### src/rtl/csr_trap_unit.sv
// csr_trap_unit: machine-mode CSR file and trap/mret sequencer driving pipeline flush and PC redirect
// Ports: i_clk, i_rst (async, active-high); E-stage inputs i_valid_e, i_stall, i_csr_e, i_f3_e,
//   i_csr_addr_e, i_rs1_idx_e, i_rs1_data_e, i_ecall_e, i_mret_e, i_pc_e; level irqs i_irq_ext,
//   i_irq_timer; o_rd_data_e (old CSR value), o_flush/o_redirect/o_redirect_pc (one FLUSH cycle).
// Option: CSR_VECTORED_MTVEC_EN makes mtvec[1:0] writable and enables vectored interrupt targets.
`ifndef XLEN_64b
`define XLEN_64b 2
`endif
module csr_trap_unit #(
  parameter int XLEN = `XLEN_64b,
  localparam int W = 1 << (XLEN + 4),
  parameter logic [W-1:0] MTVEC_RESET = '0,
  parameter int REFILL_CYCLES = 3
) (
  input  logic         i_clk,
  input  logic         i_rst,
  input  logic         i_valid_e,
  input  logic         i_stall,
  input  logic         i_csr_e,
  input  logic [2:0]   i_f3_e,
  input  logic [11:0]  i_csr_addr_e,
  input  logic [4:0]   i_rs1_idx_e,
  input  logic [W-1:0] i_rs1_data_e,
  input  logic         i_ecall_e,
  input  logic         i_mret_e,
  input  logic [W-1:0] i_pc_e,
  input  logic         i_irq_ext,
  input  logic         i_irq_timer,
  output logic [W-1:0] o_rd_data_e,
  output logic         o_redirect,
  output logic [W-1:0] o_redirect_pc,
  output logic         o_flush
);
  typedef enum logic [1:0] {IDLE, FLUSH, REFILL} state_t;
  state_t state_q;
  logic [3:0] cnt_q, code;
  logic mie_q, mpie_q, meie_q, mtie_q;
  logic [W-1:0] mtvec_q, mscratch_q, mepc_q, mcause_q, rpc_q;
  logic [W-1:0] old, op, nv, base, tgt;
  logic legal, csr_op, commit, irq, ill, trap, mret, go, wr;
  always_comb begin
    legal = 1'b1;
    old = '0;
    case (i_csr_addr_e)
      12'h300: old = W'({2'b11, 3'b0, mpie_q, 3'b0, mie_q, 3'b0});
      12'h304: old = W'({meie_q, 3'b0, mtie_q, 7'b0});
      12'h305: old = mtvec_q;
      12'h340: old = mscratch_q;
      12'h341: old = mepc_q;
      12'h342: old = mcause_q;
      12'h344: old = W'({i_irq_ext, 3'b0, i_irq_timer, 7'b0});
      default: legal = 1'b0;
    endcase
  end
  assign op = i_f3_e[2] ? W'(i_rs1_idx_e) : i_rs1_data_e;
  assign nv = (i_f3_e[1:0] == 2'b01) ? op : (i_f3_e[1:0] == 2'b10) ? (old | op) : (old & ~op);
  assign csr_op = i_csr_e & (i_f3_e[1:0] != 2'b00);
  assign commit = i_valid_e & ~i_stall & (state_q != FLUSH);
  // interrupts are only sampled in IDLE, masking them while the pipeline refills
  assign irq = commit & (state_q == IDLE) & mie_q & ((meie_q & i_irq_ext) | (mtie_q & i_irq_timer));
  assign ill = commit & csr_op & ~legal;
  assign trap = irq | ill | (commit & i_ecall_e);
  assign mret = commit & i_mret_e & ~trap;
  assign go = trap | mret;
  assign wr = commit & csr_op & legal & ~trap & ~(i_f3_e[1] & (i_rs1_idx_e == 5'd0));
  assign code = (irq & meie_q & i_irq_ext) ? 4'd11 : irq ? 4'd7 : ill ? 4'd2 : 4'd11;
  assign base = {mtvec_q[W-1:2], 2'b00};
`ifdef CSR_VECTORED_MTVEC_EN
  assign tgt = mret ? mepc_q : (irq && mtvec_q[1:0] == 2'b01) ? base + W'({code, 2'b00}) : base;
`else
  assign tgt = mret ? mepc_q : base;
`endif
  assign o_rd_data_e = old;
  assign o_flush = state_q == FLUSH;
  assign o_redirect = state_q == FLUSH;
  assign o_redirect_pc = rpc_q;
  always_ff @(posedge i_clk or posedge i_rst) begin
    if (i_rst) begin
      state_q <= IDLE;
      cnt_q <= '0;
      mie_q <= 1'b0;
      mpie_q <= 1'b0;
      meie_q <= 1'b0;
      mtie_q <= 1'b0;
`ifdef CSR_VECTORED_MTVEC_EN
      mtvec_q <= MTVEC_RESET;
`else
      mtvec_q <= {MTVEC_RESET[W-1:2], 2'b00};
`endif
      mscratch_q <= '0;
      mepc_q <= '0;
      mcause_q <= '0;
      rpc_q <= '0;
    end else begin
      state_q <= go ? FLUSH : (state_q == FLUSH) ? REFILL : (state_q == REFILL && cnt_q == 4'd1) ? IDLE : state_q;
      cnt_q <= (state_q == FLUSH) ? 4'(REFILL_CYCLES) : (state_q == REFILL) ? cnt_q - 4'd1 : cnt_q;
      rpc_q <= go ? tgt : '0;
      if (wr)
        case (i_csr_addr_e)
          12'h300: begin
            mie_q <= nv[3];
            mpie_q <= nv[7];
          end
          12'h304: begin
            meie_q <= nv[11];
            mtie_q <= nv[7];
          end
`ifdef CSR_VECTORED_MTVEC_EN
          12'h305: mtvec_q <= nv;
`else
          12'h305: mtvec_q <= {nv[W-1:2], 2'b00};
`endif
          12'h340: mscratch_q <= nv;
          12'h341: mepc_q <= nv & ~W'(3);
          12'h342: mcause_q <= nv;
          default: ;
        endcase
      if (trap) begin
        mepc_q <= i_pc_e & ~W'(3);
        mcause_q <= {irq, {(W-5){1'b0}}, code};
        mpie_q <= mie_q;
        mie_q <= 1'b0;
      end
      if (mret) begin
        mie_q <= mpie_q;
        mpie_q <= 1'b1;
      end
    end
  end
endmodule

### config.mk
export PLATFORM = sky130hd
export DESIGN_NAME = csr_trap_unit
export DESIGN_NICKNAME = d
export VERILOG_FILES = /design/src/rtl/csr_trap_unit.sv
export SDC_FILE = /design/constraint.sdc
export NUM_CORES = 1
export LEC_CHECK = 0
export ABC_AREA = 1
export CORE_UTILIZATION = 58
export CTS_BUF_LIST = sky130_fd_sc_hd__clkbuf_16
export DETAILED_ROUTE_END_ITERATION = 10
export PLACE_DENSITY = 0.87
export SYNTH_ARGS = -nofsm -noshare
export SYNTH_HDL_FRONTEND = slang
export SYNTH_SLANG_ARGS = --single-unit
### constraint.sdc
create_clock -name i_clk -period 22.2 [get_ports i_clk]
set_input_delay 6.66 -clock i_clk [delete_from_list [all_inputs] [get_ports i_clk]]
set_output_delay 6.66 -clock i_clk [all_outputs]
set_load 0.02 [all_outputs]
After elaboration in Yosys (flattened, before gate mapping) --
Index checks and enable logic that the tools add are counted.
Storage, ports and cells: logic and storage cells 102, input bits 157, output and inout bits 130, register bits after elaboration 328
Operators by class: eq/ne operators 13, multiplexer cells 29, $add $sub $neg 1, reductions and logical operators 18, bitwise gates (word level) 30
Operator list (number):
- 64-bit 2-to-1 mux | 11
- 64-bit case mux with 7 select lines | 1
- 12-bit by 10-bit == test with 1-bit output (second input constant) | 7
- 64-bit bitwise AND | 1
- 64-bit NOT | 1
- 64-bit bitwise OR | 1
- 4-bit 2-to-1 mux | 5
- 1-bit bitwise AND | 19
- 2-bit AND reduction | 6
- 2-bit nonzero test | 5
- 1-bit 2-to-1 mux | 9
- 3-bit nonzero test | 3
- 7-bit OR reduction | 1
- 2-bit 2-to-1 mux | 3
- 5-bit logical NOT | 1
- 2-bit by 1-bit == test with 1-bit output (second input constant) | 2
- 2-bit == test (second input constant) | 2
- 4-bit by 1-bit == test with 1-bit output (second input constant) | 1
- 1-bit NOT | 4
- 1-bit bitwise OR | 4
- 4-bit by 1-bit subtractor with 4-bit output (second input constant) | 1
- 2-bit logical NOT | 1
- 2-bit by 1-bit != test with 1-bit output (second input constant) | 1
- 1-bit logical AND | 1

Logic depth before layout (Yosys ltp) --
Gate-level depths: netlist (run 1).
depth in word-level cells 14, depth in mapped cells 15, mapped depth without buffers 14

Worst setup path before layout (run 1) --
No wires, ideal clock.
path kind in2out, from in i_csr_addr_e[9], to out o_rd_data_e[4], arrival 7952 ps, data required time 15540 ps, path buffers 2, cell stages on the path 9, slack 7588 ps, path through nand2_1 -> inv_2 -> nand2_2 -> nor2_4 -> nand2_2 -> buf_2 -> buf_2 -> o21ai_0 -> or2_2
On the way: longest elaborated chain between the ends 2, elaborated cells on any way between the ends 8, classes of those cells 7 x eq/ne; 1 x mux
RTL lines:
- start: declaration | line 21 | input logic [11:0] i_csr_addr_e,
- 12-bit by 10-bit == test with 1-bit output | line 44 | case (i_csr_addr_e)
- 64-bit case mux with 7 select lines (*) | line 44
- end: declaration | line 29 | output logic [W-1:0] o_rd_data_e,
Every way passes the cells marked *; elsewhere a longest branch is shown, timed or not.

Final worst setup path (run 1) --
from in i_csr_addr_e[9], to out o_rd_data_e[2]
The elaborated chain is that of the path after synthesis.

==> results of run 1 <==
per-layer routing:
| metal | global-route usage [%] | part of all wire [%] |
|---|---|---|
| met5 | 0 | 0.089 |
| met4 | 18.45 | 5.2 |
| met3 | 7.032 | 9.8 |
| met2 | 60.80 | 48 |
| met1 | 45.14 | 37 |
Yosys cell counts:
cell type	n
nand2_1	499
inv_1	326
dfrtp_1	324
nand3_1	265
o21ai_0	205
o22ai_1	171
nor2_1	98
clkbuf_1	57
buf_2	54
o21ai_1	54
buf_4	14
inv_2	12
buf_1	11
nand4_1	11
a21oi_1	9
nand2_2	9
nor2_4	8
nor2_2	6
ha_1	5
nor3_1	4
or2_2	3
buf_6	2
nand3_2	2
nor3_2	2
a22o_1	1
a22oi_1	1
a31oi_1	1
clkinv_1	1
conb_1	1
nand2_4	1
nand3_4	1
o2111ai_1	1
o211ai_1	1
o21bai_1	1
cells in the final DEF, fill, tap and decap left out, types with 37 or more instances in the layout:
cell type and count:
inv_1 331, dfrtp_1 324, nand2_1 499, nor2_1 98
clkbuf_16 37, o21ai_1 54, o22ai_1 171, clkdlybuf4s50_1 282
nand3_1 265, o21ai_0 205
worst min-delay path, delay by kind of cell, from the launching register on:
kind,cells,cell delay (ns)
flops,1,0.34
simple gates,2,0.11
power by group through the flow:
| stage | Sequential (mW) | Combinational (mW) | Clock [mW] |
|---|---|---|---|
| after CTS | 0.725 | 0.365 | 0.561 |
| final | 0.727 | 0.368 | 0.557 |
| after detailed placement | 0.734 | 0.362 | 0 |
| after floorplan | 0.752 | 0.201 | 0 |
| after global routing | 0.735 | 0.403 | 0.586 |
| after global placement | 0.731 | 0.347 | 0 |
cell type report:
class	count	area, um^2	share of cell area, %
clock inverter	24	155.1	0.7601
sequential	324	8108	39.72
clock buffer	37	925.9	4.536
tap	378	473.0	2.317
timing repair buffer	303	2980	14.60
multi-input combinational	1361	6467	31.68
inverter	339	1287	6.307
antenna	6	15.01	0.07356
cells by family after synthesis:
group	count (synthesis)
other	1
AOI/OAI and AO/OA	445
adders and majority gates	5
buffers and inverters	477
DFF	324
and+or+nand+nor	909
state kept, by name (all words and copies together) (netlist names):
register / cells
state_q: 2
mie_q: 1
cnt_q: 4
meie_q: 1
mcause_q: 64
o_redirect_pc: 62
mtie_q: 1
mepc_q: 62
mtvec_q: 62
mscratch_q: 64
mpie_q: 1
how the worst min path moves through the flow:
stage / start / end / slack, ns / depth (start not counted)
6_report: mcause_q[63] / mcause_q[63] / 0.48 / 2
5_1_grt: mcause_q[63] / mcause_q[63] / 0.51 / 2
3_5_place_dp: mcause_q[63] / mcause_q[63] / 0.47 / 2
4_1_cts: mcause_q[63] / mcause_q[63] / 0.48 / 2
2_1_floorplan: mcause_q[2] / mcause_q[2] / 0.45 / 2
3_3_place_gp: mcause_q[0] / mcause_q[0] / 0.46 / 2
==> reports/metrics.sh, run 1 <==
CLOCK_LATENCY_NS=0.52
P_LEAK_nW=10.03
NUM_IO_PINS=287
LOGIC_DEPTH_OF_THE_WORST_PATH_BUFFERS_INCLUDED=12
WORSTPATHBUFFERINVERTERCOUNT=5
GRT_MAX_DEGREE=100
DRT_FIRST_PASS_ITERS=6
YOSYS.AREA_SHARE.XOR_XNOR_PCT=0
WORST_PIN_SLEW_NS=1.133
WORST-SETUP-PATH-TYPE='in -> out'
TIMING.SETUP.TNS_NS=0
FLOP_AND_LATCH_COUNT_OUT_OF_SYNTHESIS=324
INSTANCES_NO_FILL=2772
RSZ0062_AT_GRT='no'
WORST_PATH_DOMINANT_CELL_FAMILY='buffers and inverters'
GRT_FIRST_PASS_WIRELENGTH_MM=82.91
MIN_PATH_TYPE='reg -> reg'
CRITPATHARRIVALTIME_NS=10.19
SYNTH_TOP_AREA_CELL='dfrtp_1'
CRITICAL_PATH.MAX_FANOUT=35
TRITONCTS_CLOCK_TREE='built'
WORSTSETUPENDPOINT='o_rd_data_e[2]'
SEQPWRFRAC_PCT=44.0
GRT_OVERFLOW_TOTAL=0
CLK_TRANSITION_REPORTED_PATHS_NS=0.06
CPMAXSTAGEDELAYCELL='nand2_2'
SYNTH_SEQUENTIAL_AREA_RATIO_PCT=49.18
ROWS=61
SYNTH_WARNINGS=0
POST-SYNTH-TOP-AREA-FRACTION_PCT=49.18
GR-USAGE-ALL-LAYERS_PCT=36.41
FP.DIEH_UM=170.6
FINAL_UTIL_PCT=73.27
CAP_VIOL_MAX_COUNT=0
VDD.IR_DROP.WORST_mV=0.06169
WORST_SETUP_PATH_STARTPOINT='i_csr_addr_e[9]'
CTS_NUM_SINKS=324
TIMING.CRITICAL_PATH.TO_TYPE='output pin'
FINALHOLDVIOLCOUNT=0
PLACED_CELLS=2705
POSTSYNTHAREAPERCELL_UM2=7.628
FINAL_DESIGN_AREA_NO_FILL_UM2=20410
GRT_ANTENNA_BEFORE_REPAIR=8
FLOORPLAN.DIE.WIDTH_UM=170.6
POST_SYNTH_MAIN_AREA_CONTRIBUTORS='dfrtp_1 (49%), nand2_1 (11%), nand3_1 (8.0%)'
NET_SWITCHING_POWER_uW=505.7
PLACED_CELL_AREA_UM2=19320
FINAL_MIN_PERIOD_OVER_CLOCK_PERIOD_PCT=75.90
NUMPORTBUFFERS=282
PRE_CTS_WS_NS=5.533
POST-ROUTE-WORST-SETUP-SLACK_NS=5.349
TOTAL_SETUP_BUFFERS_INSERTED_AFTER_CTS=0
MAX_SLEW_MARGIN_PCT=24.46
NETLIST_INSTANCES=2161
CRIT-REG2REG-CAPTURE='o_redirect_pc[36]'
CTS_HOLD_BUFFERS=0
DESIGN.FINAL.NETS=2527
NUMBER_OF_DRC_VIOLATIONS_AFTER_DETAILED_ROUTING=0
POST_CTS_RESIZED=0
CLOCKROOTBUFFER='clkbuf_16'
SYNTH_TOP_FAMILY_BY_AREA='simple AND/OR/NAND/NOR gates'
NUMBER_OF_CTS_INSERTED_BUFFERS=36
POWER.SHARE.SWITCHING_PCT=30.62
VIAS_PER_CELL=5.952
TIMING.HOLD.WS_NS=0.4810
ANT_NETS=0
SYNTH_FA_HA_AREA_SHARE_PCT=0.3795
H-TREE-DEPTH=2
FLOORPLAN.CORE_AREA_UM2=27860
GPL.FINAL_WEIGHTED_CONGESTION=0.9061
ROUTED_WIRELENGTH_MM=52.52
CLOCK.FMAX_GHz=0.05934
NUMBER_OF_GLOBAL_ROUTE_VIAS_BEFORE_REPAIR=16273
FINAL_LAYOUT_SIZE_SUFFIX_GT1_SHARE_PCT=4.774
MAPPEDNETLISTAREA_UM2=16480
MUXSHAREOFSYNTHAREA_PCT=0
NUM-FILL-CELLS=2012
POST-LAYOUT-TOTAL-POWER_mW=1.652
REG2REGPATHDEPTH=14
DIE-AREA_UM2=29100
CLOCK_SKEW_NS=0.02039
CTSLONGESTPATHBUFFERS=3
POWER_DENSITY_nW_PER_UM2=80.92
FINAL-MAX-SLEW-VIOLATION-COUNT=0
SYNTH_COMPOUND_GATE_AREA_SHARE_PCT=14.91
TIMING.FINAL.CRIT_PERIOD_NS=16.85
DP.FINAL_HPWL_MM=32.28
FLOW.AREA_GROWTH_FROM_SYNTHESIS_PCT=23.83
REG2REG_SLACK_NS=17.75
SYNTH-SIMPLE-AREA-SHARE_PCT=23.83
START_KIND='input pin'
POWER_REPORT.INTERNAL_TOTAL_mW=1.146
COMBPWRFRAC_PCT=22.3
INITIAL_CELL_DENSITY_OF_THE_CORE_PCT=59.17
CLK_PWR_SHARE_PCT=33.7
POST_SYNTH_NUM_CELL_TYPES=34
DETAIL_ROUTE.WL_PER_CELL_UM=18.95
ROUTE.VIAS.TOTAL=16500
WORSTPATHREQUIRED_NS=15.54
WORSTREG2REGSTART='state_q[1]'
TIMING.CRITICAL_PATH.SLOWEST_CELL_DELAY_NS=0.64
STATUS='finished clean'
DETAIL_ROUTE.ITER0.VIOLATIONS=1692
FINALSETUPVIOLCOUNT=0
CRIT_PATH_CELL_TRACE='clkdlybuf4s50_1 > nand2_1 > inv_2 > nand2_2 > nor2_4 > nand2_2 > buf_4 > inv_1 > nand2_1 > o21ai_0 > or2_2 > clkdlybuf4s50_1'
Power figures use the tool's default switching activity.
==> run 2: changes to the inputs <==
--- a/config.mk
+++ b/config.mk
@@ -6,10 +6,10 @@
 export NUM_CORES = 1
 export LEC_CHECK = 0
 export ABC_AREA = 1
-export CORE_UTILIZATION = 58
+export CORE_UTILIZATION = 54
 export CTS_BUF_LIST = sky130_fd_sc_hd__clkbuf_16
 export DETAILED_ROUTE_END_ITERATION = 10
-export PLACE_DENSITY = 0.87
+export PLACE_DENSITY = 0.81
 export SYNTH_ARGS = -nofsm -noshare
 export SYNTH_HDL_FRONTEND = slang
 export SYNTH_SLANG_ARGS = --single-unit
==> constraint.sdc (replaced) <==
create_clock -name i_clk -period 16.8 [get_ports i_clk]
set_input_delay 5.04 -clock i_clk [delete_from_list [all_inputs] [get_ports i_clk]]
set_output_delay 5.04 -clock i_clk [all_outputs]
set_load 0.02 [all_outputs]
==> run 2 against run 1 <==
Non-clock buffer count fell by 3. Routed wire length fell by 1.5%. Setup slack got worse by 2.0 ns. Flip-flop and latch count did not move. Global-route usage fell by 3.1 points. Die area rose by 7.3%. Largest power group unchanged. Design area rose by 0.24%.
==> reports/metrics.sh, run 2 (same netlist as run 1, synthesis figures left out) <==
STATUS='finished clean'
INSTANCES_NO_FILL=2782
NUMBER_OF_DRC_VIOLATIONS_AFTER_DETAILED_ROUTING=0
FLOW.AREA_GROWTH_FROM_SYNTHESIS_PCT=24.12
ROUTE.VIAS.TOTAL=16152
GPL.FINAL_WEIGHTED_CONGESTION=0.9060
TRITONCTS_CLOCK_TREE='built'
P_LEAK_nW=10.03
INITIAL_CELL_DENSITY_OF_THE_CORE_PCT=55.18
VDD.IR_DROP.WORST_mV=0.06738
LARGEST_REGISTERS='mcause_q x64, mscratch_q x64'
POST_CTS_RESIZED=0
TIMING.CRITICAL_PATH.TO_TYPE='output pin'
DESIGN.FINAL.NETS=2524
FINALHOLDVIOLCOUNT=0
GRT_OVERFLOW_TOTAL=0
NUMBER_OF_CTS_INSERTED_BUFFERS=36
TOTAL_SETUP_BUFFERS_INSERTED_AFTER_CTS=0
FINALSETUPVIOLCOUNT=0
START_KIND='input pin'
CRITPATHARRIVALTIME_NS=8.40
TIMING.FINAL.CRIT_PERIOD_NS=13.44
FP.DIEH_UM=176.7
DRT_FIRST_PASS_ITERS=6
POWER_DENSITY_nW_PER_UM2=107.4
DETAIL_ROUTE.ITER0.VIOLATIONS=1777
H-TREE-DEPTH=2
CAP_VIOL_MAX_COUNT=0
FLOORPLAN.DIE.WIDTH_UM=176.7
WORST-SETUP-PATH-TYPE='in -> out'
NUM_IO_PINS=287
WORST_PIN_SLEW_NS=1.087
FINAL_MIN_PERIOD_OVER_CLOCK_PERIOD_PCT=79.98
SEQCELLAREA_UM2=8108
RSZ0062_AT_GRT='no'
GR-USAGE-ALL-LAYERS_PCT=33.29
FINAL-MAX-SLEW-VIOLATION-COUNT=0
MAX_SLEW_MARGIN_PCT=27.51
FINAL_COMMON_CELL='nand2_1'
GRT_ANTENNA_BEFORE_REPAIR=6
DIE-AREA_UM2=31230
WORSTPATHREQUIRED_NS=11.76
CLOCKROOTBUFFER='clkbuf_16'
FINAL_LAYOUT_SIZE_SUFFIX_GT1_SHARE_PCT=4.690
CLK_TRANSITION_REPORTED_PATHS_NS=0.06
VIAS_PER_CELL=5.806
NUMPORTBUFFERS=282
DP.FINAL_HPWL_MM=31.24
DETAIL_ROUTE.WL_PER_CELL_UM=18.59
CTS_NUM_SINKS=324
CTSLONGESTPATHBUFFERS=3
ROUTED_WIRELENGTH_MM=51.73
CRITICAL_PATH.MAX_FANOUT=60
GRT_FIRST_PASS_WIRELENGTH_MM=81.56
PLACED_CELLS=2714
MULTIINPUTGATEAREA_UM2=6475
NUM-FILL-CELLS=2425
MIN_PATH_TYPE='reg -> reg'
GRT_MAX_DEGREE=184
CLOCK_LATENCY_NS=0.51
TIMING.SETUP.TNS_NS=0
ANT_NETS=0
NUMBER_OF_GLOBAL_ROUTE_VIAS_BEFORE_REPAIR=15614
CLOCK_SKEW_NS=0.01652
CLOCK.FMAX_GHz=0.07442
ROWS=63
FINAL_CELL_MIX='nand2_1 (499), inv_1 (333), dfrtp_1 (324)'
FLOORPLAN.CORE_AREA_UM2=29870
CTS_HOLD_BUFFERS=0
-- run 2: changes by cell type in the layout (fill, tap and decap cells not counted), sizes merged --
| cell | before | now |
|---|---|---|
| clkinvlp | 0 | 3 |
| buf | 21 | 18 |
| clkinv | 15 | 12 |
| inv | 346 | 348 |
| bufinv | 2 | 3 |
| diode | 6 | 4 |
-- run 2: power by group --
group | total [mW] | leakage [nW] | internal, mW | switching, mW
Combinational | 0.482 | 5.71 | 0.190 | 0.293
Clock | 0.756 | 0.575 | 0.444 | 0.312
Sequential | 0.959 | 3.75 | 0.897 | 0.0613
Total | 2.20 | 10.0 | 1.53 | 0.666
-- run 2: cell type report --
class	count	share of cell area, %
diodes	4	0.04892
inverters	339	6.292
flip-flops and latches	324	39.63
repair buffers	300	14.52
multi-input cells	1361	31.65
clock buffers	37	4.525
clock inverters	27	0.9601
well taps	390	2.385
-- run 2: worst paths after layout --
path	startpoint	to	cells past startpoint	slack, ns
setup / recovery	i_csr_addr_e[6]	o_rd_data_e[51]	8	3.36
hold / removal	mcause_q[63]	mcause_q[63]	2	0.48
max in group asynchronous	i_rst	o_redirect_pc[4]	3	10.05
hold reg to reg	mcause_q[63]	mcause_q[63]	2	0.48
min in group asynchronous	i_rst	mtvec_q[36]	2	5.10
setup reg to reg	state_q[1]	o_redirect_pc[45]	14	12.20
-- run 2: per-layer routing --
| metal | part of all wire [%] | GRT usage [%] | vias to the layer above |
|---|---|---|---|
| met4 | 3.8 | 13.94 | 6 |
| met3 | 9.4 | 5.155 | 148 |
| met2 | 48 | 54.00 | 878 |
| li1 | - | - | 7407 |
| met5 | 0.070 | 0 | - |
| met1 | 39 | 44.56 | 7713 |
-- run 2: critical path, stage by stage --
cell             delay [ns]
clkdlybuf4s50_1        0.50
nand2_1                0.07
nor2_2                 0.54
nand3_4                0.87
o22ai_1                0.58
nor2_1                 0.11
inv_1                  0.07
clkdlybuf4s50_1        0.59
-- run 2: through the flow --
stage          utilization [%]  hold WS, ns  setup WS [ns]  area [um^2]  total power, mW
6_report                 68.49       0.4824          3.364        20460            2.197
5_1_grt                  68.47       0.4960          3.204        20460            2.294
4_1_cts                  68.46       0.4807          3.396        20450            2.202
3_5_place_dp             64.70       0.4650          3.386        19330            1.447
3_3_place_gp             64.70       0.4641          3.428        19330            1.429
2_1_floorplan                -       0.4492          2.790        16490            1.259
==> run 3: changes to the inputs <==
==> constraint.sdc (replaced) <==
create_clock -name i_clk -period 13.1 [get_ports i_clk]
set_input_delay 3.93 -clock i_clk [delete_from_list [all_inputs] [get_ports i_clk]]
set_output_delay 3.93 -clock i_clk [all_outputs]
set_load 0.02 [all_outputs]
==> run 3 against run 2 <==
First-iteration DRC count is 4.5% lower. Power is 25% higher. Register-to-register slack worse by 3.7 ns. Final cell count is 0.11% lower. Largest cell class unchanged. Highest routed layer unchanged.
==> reports/metrics.sh, run 3 (same netlist as run 1, synthesis figures left out) <==
DETAIL_ROUTE.ITER0.VIOLATIONS=1697
GR-USAGE-ALL-LAYERS_PCT=33.35
CRITPATHARRIVALTIME_NS=7.35
TIMING.SETUP.TNS_NS=0
NUM-FILL-CELLS=2469
MIN_PATH_TYPE='reg -> reg'
POWER_REPORT.INTERNAL_TOTAL_mW=1.900
CRIT-REG2REG-CAPTURE='o_redirect_pc[37]'
MAX_SLEW_MARGIN_PCT=21.59
STATUS='finished clean'
FLOORPLAN.DIE.WIDTH_UM=176.7
WORST-SETUP-PATH-TYPE='in -> out'
FINAL_LAYOUT_SIZE_SUFFIX_GT1_SHARE_PCT=4.530
CLK_PWR_SHARE_PCT=32.7
REG2REG_SLACK_NS=8.51
CLOCK_SKEW_NS=0.01383
LOGIC_DEPTH_OF_THE_WORST_PATH_BUFFERS_INCLUDED=8
ROUTE.VIAS.TOTAL=16118
VIAS_PER_CELL=5.800
REG2REGPATHDEPTH=14
CLOCKROOTBUFFER='clkbuf_16'
ROWS=63
CLK_TRANSITION_REPORTED_PATHS_NS=0.06
TOTAL_SETUP_BUFFERS_INSERTED_AFTER_CTS=0
POST_CTS_RESIZED=0
PLACED_CELL_AREA_UM2=19340
DESIGN.FINAL.NETS=2525
SEQPWRFRAC_PCT=44.8
SEQCELLAREA_UM2=8108
GRT_ANTENNA_BEFORE_REPAIR=9
POST-LAYOUT-TOTAL-POWER_mW=2.747
ROUTED_WIRELENGTH_MM=51.77
TIMING.CRITICAL_PATH.TO_TYPE='output pin'
WORST_PATH_DOMINANT_CELL_FAMILY='simple AND/OR/NAND/NOR gates'
COMBPWRFRAC_PCT=22.6
FINAL-MAX-SLEW-VIOLATION-COUNT=0
NUMBER_OF_GLOBAL_ROUTE_VIAS_BEFORE_REPAIR=15772
WORSTSETUPENDPOINT='o_rd_data_e[51]'
FINAL_UTIL_PCT=68.16
WORST_PIN_SLEW_NS=1.176
INITIAL_CELL_DENSITY_OF_THE_CORE_PCT=55.18
FINAL_COMMON_CELL='nand2_1'
NUMBER_OF_CTS_INSERTED_BUFFERS=36
CRITICAL_PATH_S_MOST_FREQUENT_CELL='clkdlybuf4s50_1'
FINAL_MIN_PERIOD_OVER_CLOCK_PERIOD_PCT=86.09
P_LEAK_nW=9.999
ANT_NETS=0
POWER_DENSITY_nW_PER_UM2=134.9
FINAL_DESIGN_AREA_NO_FILL_UM2=20360
MULTIINPUTGATEAREA_UM2=6475
CPMAXSTAGEDELAYCELL='nand3_4'
GPL.FINAL_WEIGHTED_CONGESTION=0.8817
CTS_HOLD_BUFFERS=0
DETAIL_ROUTE.WL_PER_CELL_UM=18.63
CRIT_PATH_CELL_TRACE='clkdlybuf4s50_1 > nand2_1 > nor2_2 > nand3_4 > o22ai_1 > nor2_1 > inv_1 > clkdlybuf4s50_1'
NET_SWITCHING_POWER_uW=846.3
VDD.IR_DROP.WORST_mV=0.09720
NUM_IO_PINS=287
FINAL_CELL_MIX='nand2_1 (499), inv_1 (333), dfrtp_1 (324)'
CLOCK.FMAX_GHz=0.08867
DRT_FIRST_PASS_ITERS=6
WORSTHOLDSTART='mcause_q[2]'
CAP_VIOL_MAX_COUNT=0
CTS_NUM_SINKS=324
WORST_SETUP_PATH_STARTPOINT='i_csr_addr_e[6]'
CTSLONGESTPATHBUFFERS=3
NUMPORTBUFFERS=282
CLOCK_LATENCY_NS=0.51
START_KIND='input pin'
H-TREE-DEPTH=2
WORSTPATHBUFFERINVERTERCOUNT=3
FP.DIEH_UM=176.7
GRT_OVERFLOW_TOTAL=0
LARGEST_REGISTERS='mcause_q x64, mscratch_q x64'
FINALHOLDVIOLCOUNT=0
WORSTREG2REGSTART='state_q[1]'
RSZ0062_AT_GRT='no'
GRT_MAX_DEGREE=188
NUMBER_OF_DRC_VIOLATIONS_AFTER_DETAILED_ROUTING=0
FLOORPLAN.CORE_AREA_UM2=29870
DIE-AREA_UM2=31230
TIMING.FINAL.CRIT_PERIOD_NS=11.28
WORSTPATHREQUIRED_NS=9.17
FLOW.AREA_GROWTH_FROM_SYNTHESIS_PCT=23.53
FINALSETUPVIOLCOUNT=0
TRITONCTS_CLOCK_TREE='built'
GRT_FIRST_PASS_WIRELENGTH_MM=81.97
POWER.SHARE.SWITCHING_PCT=30.81
DP.FINAL_HPWL_MM=31.40
TIMING.CRITICAL_PATH.SLOWEST_CELL_DELAY_NS=0.89
CRITICAL_PATH.MAX_FANOUT=60
[run 3: routing by layer]
layer	global-route usage, %	part of all wire, %	up-vias
met5	0	0.089	-
met1	43.93	39	7693
met3	5.842	8.9	167
met2	54.20	47	854
met4	14.40	4.2	8
li1	-	-	7396
[run 3: worst reg2reg max path, stage by stage, from the launching register on]
cell and delay, ns:
dfrtp_1 0.37, inv_1 0.07, ha_1 0.28, inv_2 0.12
nand2_1 0.05, nor2_1 0.32, nand3_1 0.19, nor3_1 0.27
nor2_1 0.20, nand3_4 0.12, buf_4 0.83, nor2_2 0.22
inv_2 0.52, buf_4 0.58, o22ai_1 0.26
[run 3: cell type report]
class	instances	share of cell area (%)
Multi-Input combinational cell	1361	31.80
Clock buffer	37	4.547
Timing Repair Buffer	301	14.62
Tap cell	390	2.396
Clock inverter	22	0.4363
Inverter	339	6.323
Sequential cell	324	39.82
Antenna cell	5	0.06144
[run 3: through the flow]
stage	instances	hold WS, ns	setup WS [ns]
2_1_floorplan	2162	0.4492	0.2003
3_3_place_gp	2715	0.4622	1.935
3_5_place_dp	2715	0.4669	1.938
4_1_cts	2774	0.4829	1.895
5_1_grt	2777	0.5065	1.676
6_report	2779	0.4879	1.822
[run 3: how the worst min path moves through the flow]
stage,end,slack [ns],depth (start not counted)
2_1_floorplan,mcause_q[2],0.45,2
3_3_place_gp,mcause_q[0],0.46,2
3_5_place_dp,mcause_q[12],0.47,2
4_1_cts,mcause_q[12],0.48,2
5_1_grt,mcause_q[0],0.51,2
6_report,mcause_q[2],0.49,2
[run 3: power groups by stage]
stage / sequential (mW) / clock (mW) / combinational, mW
after global routing: 1.24 / 0.946 / 0.684
after floorplan: 1.27 / 0 / 0.341
after detailed placement: 1.24 / 0 / 0.614
final: 1.23 / 0.897 / 0.620
after global placement: 1.24 / 0 / 0.595
after CTS: 1.23 / 0.904 / 0.619
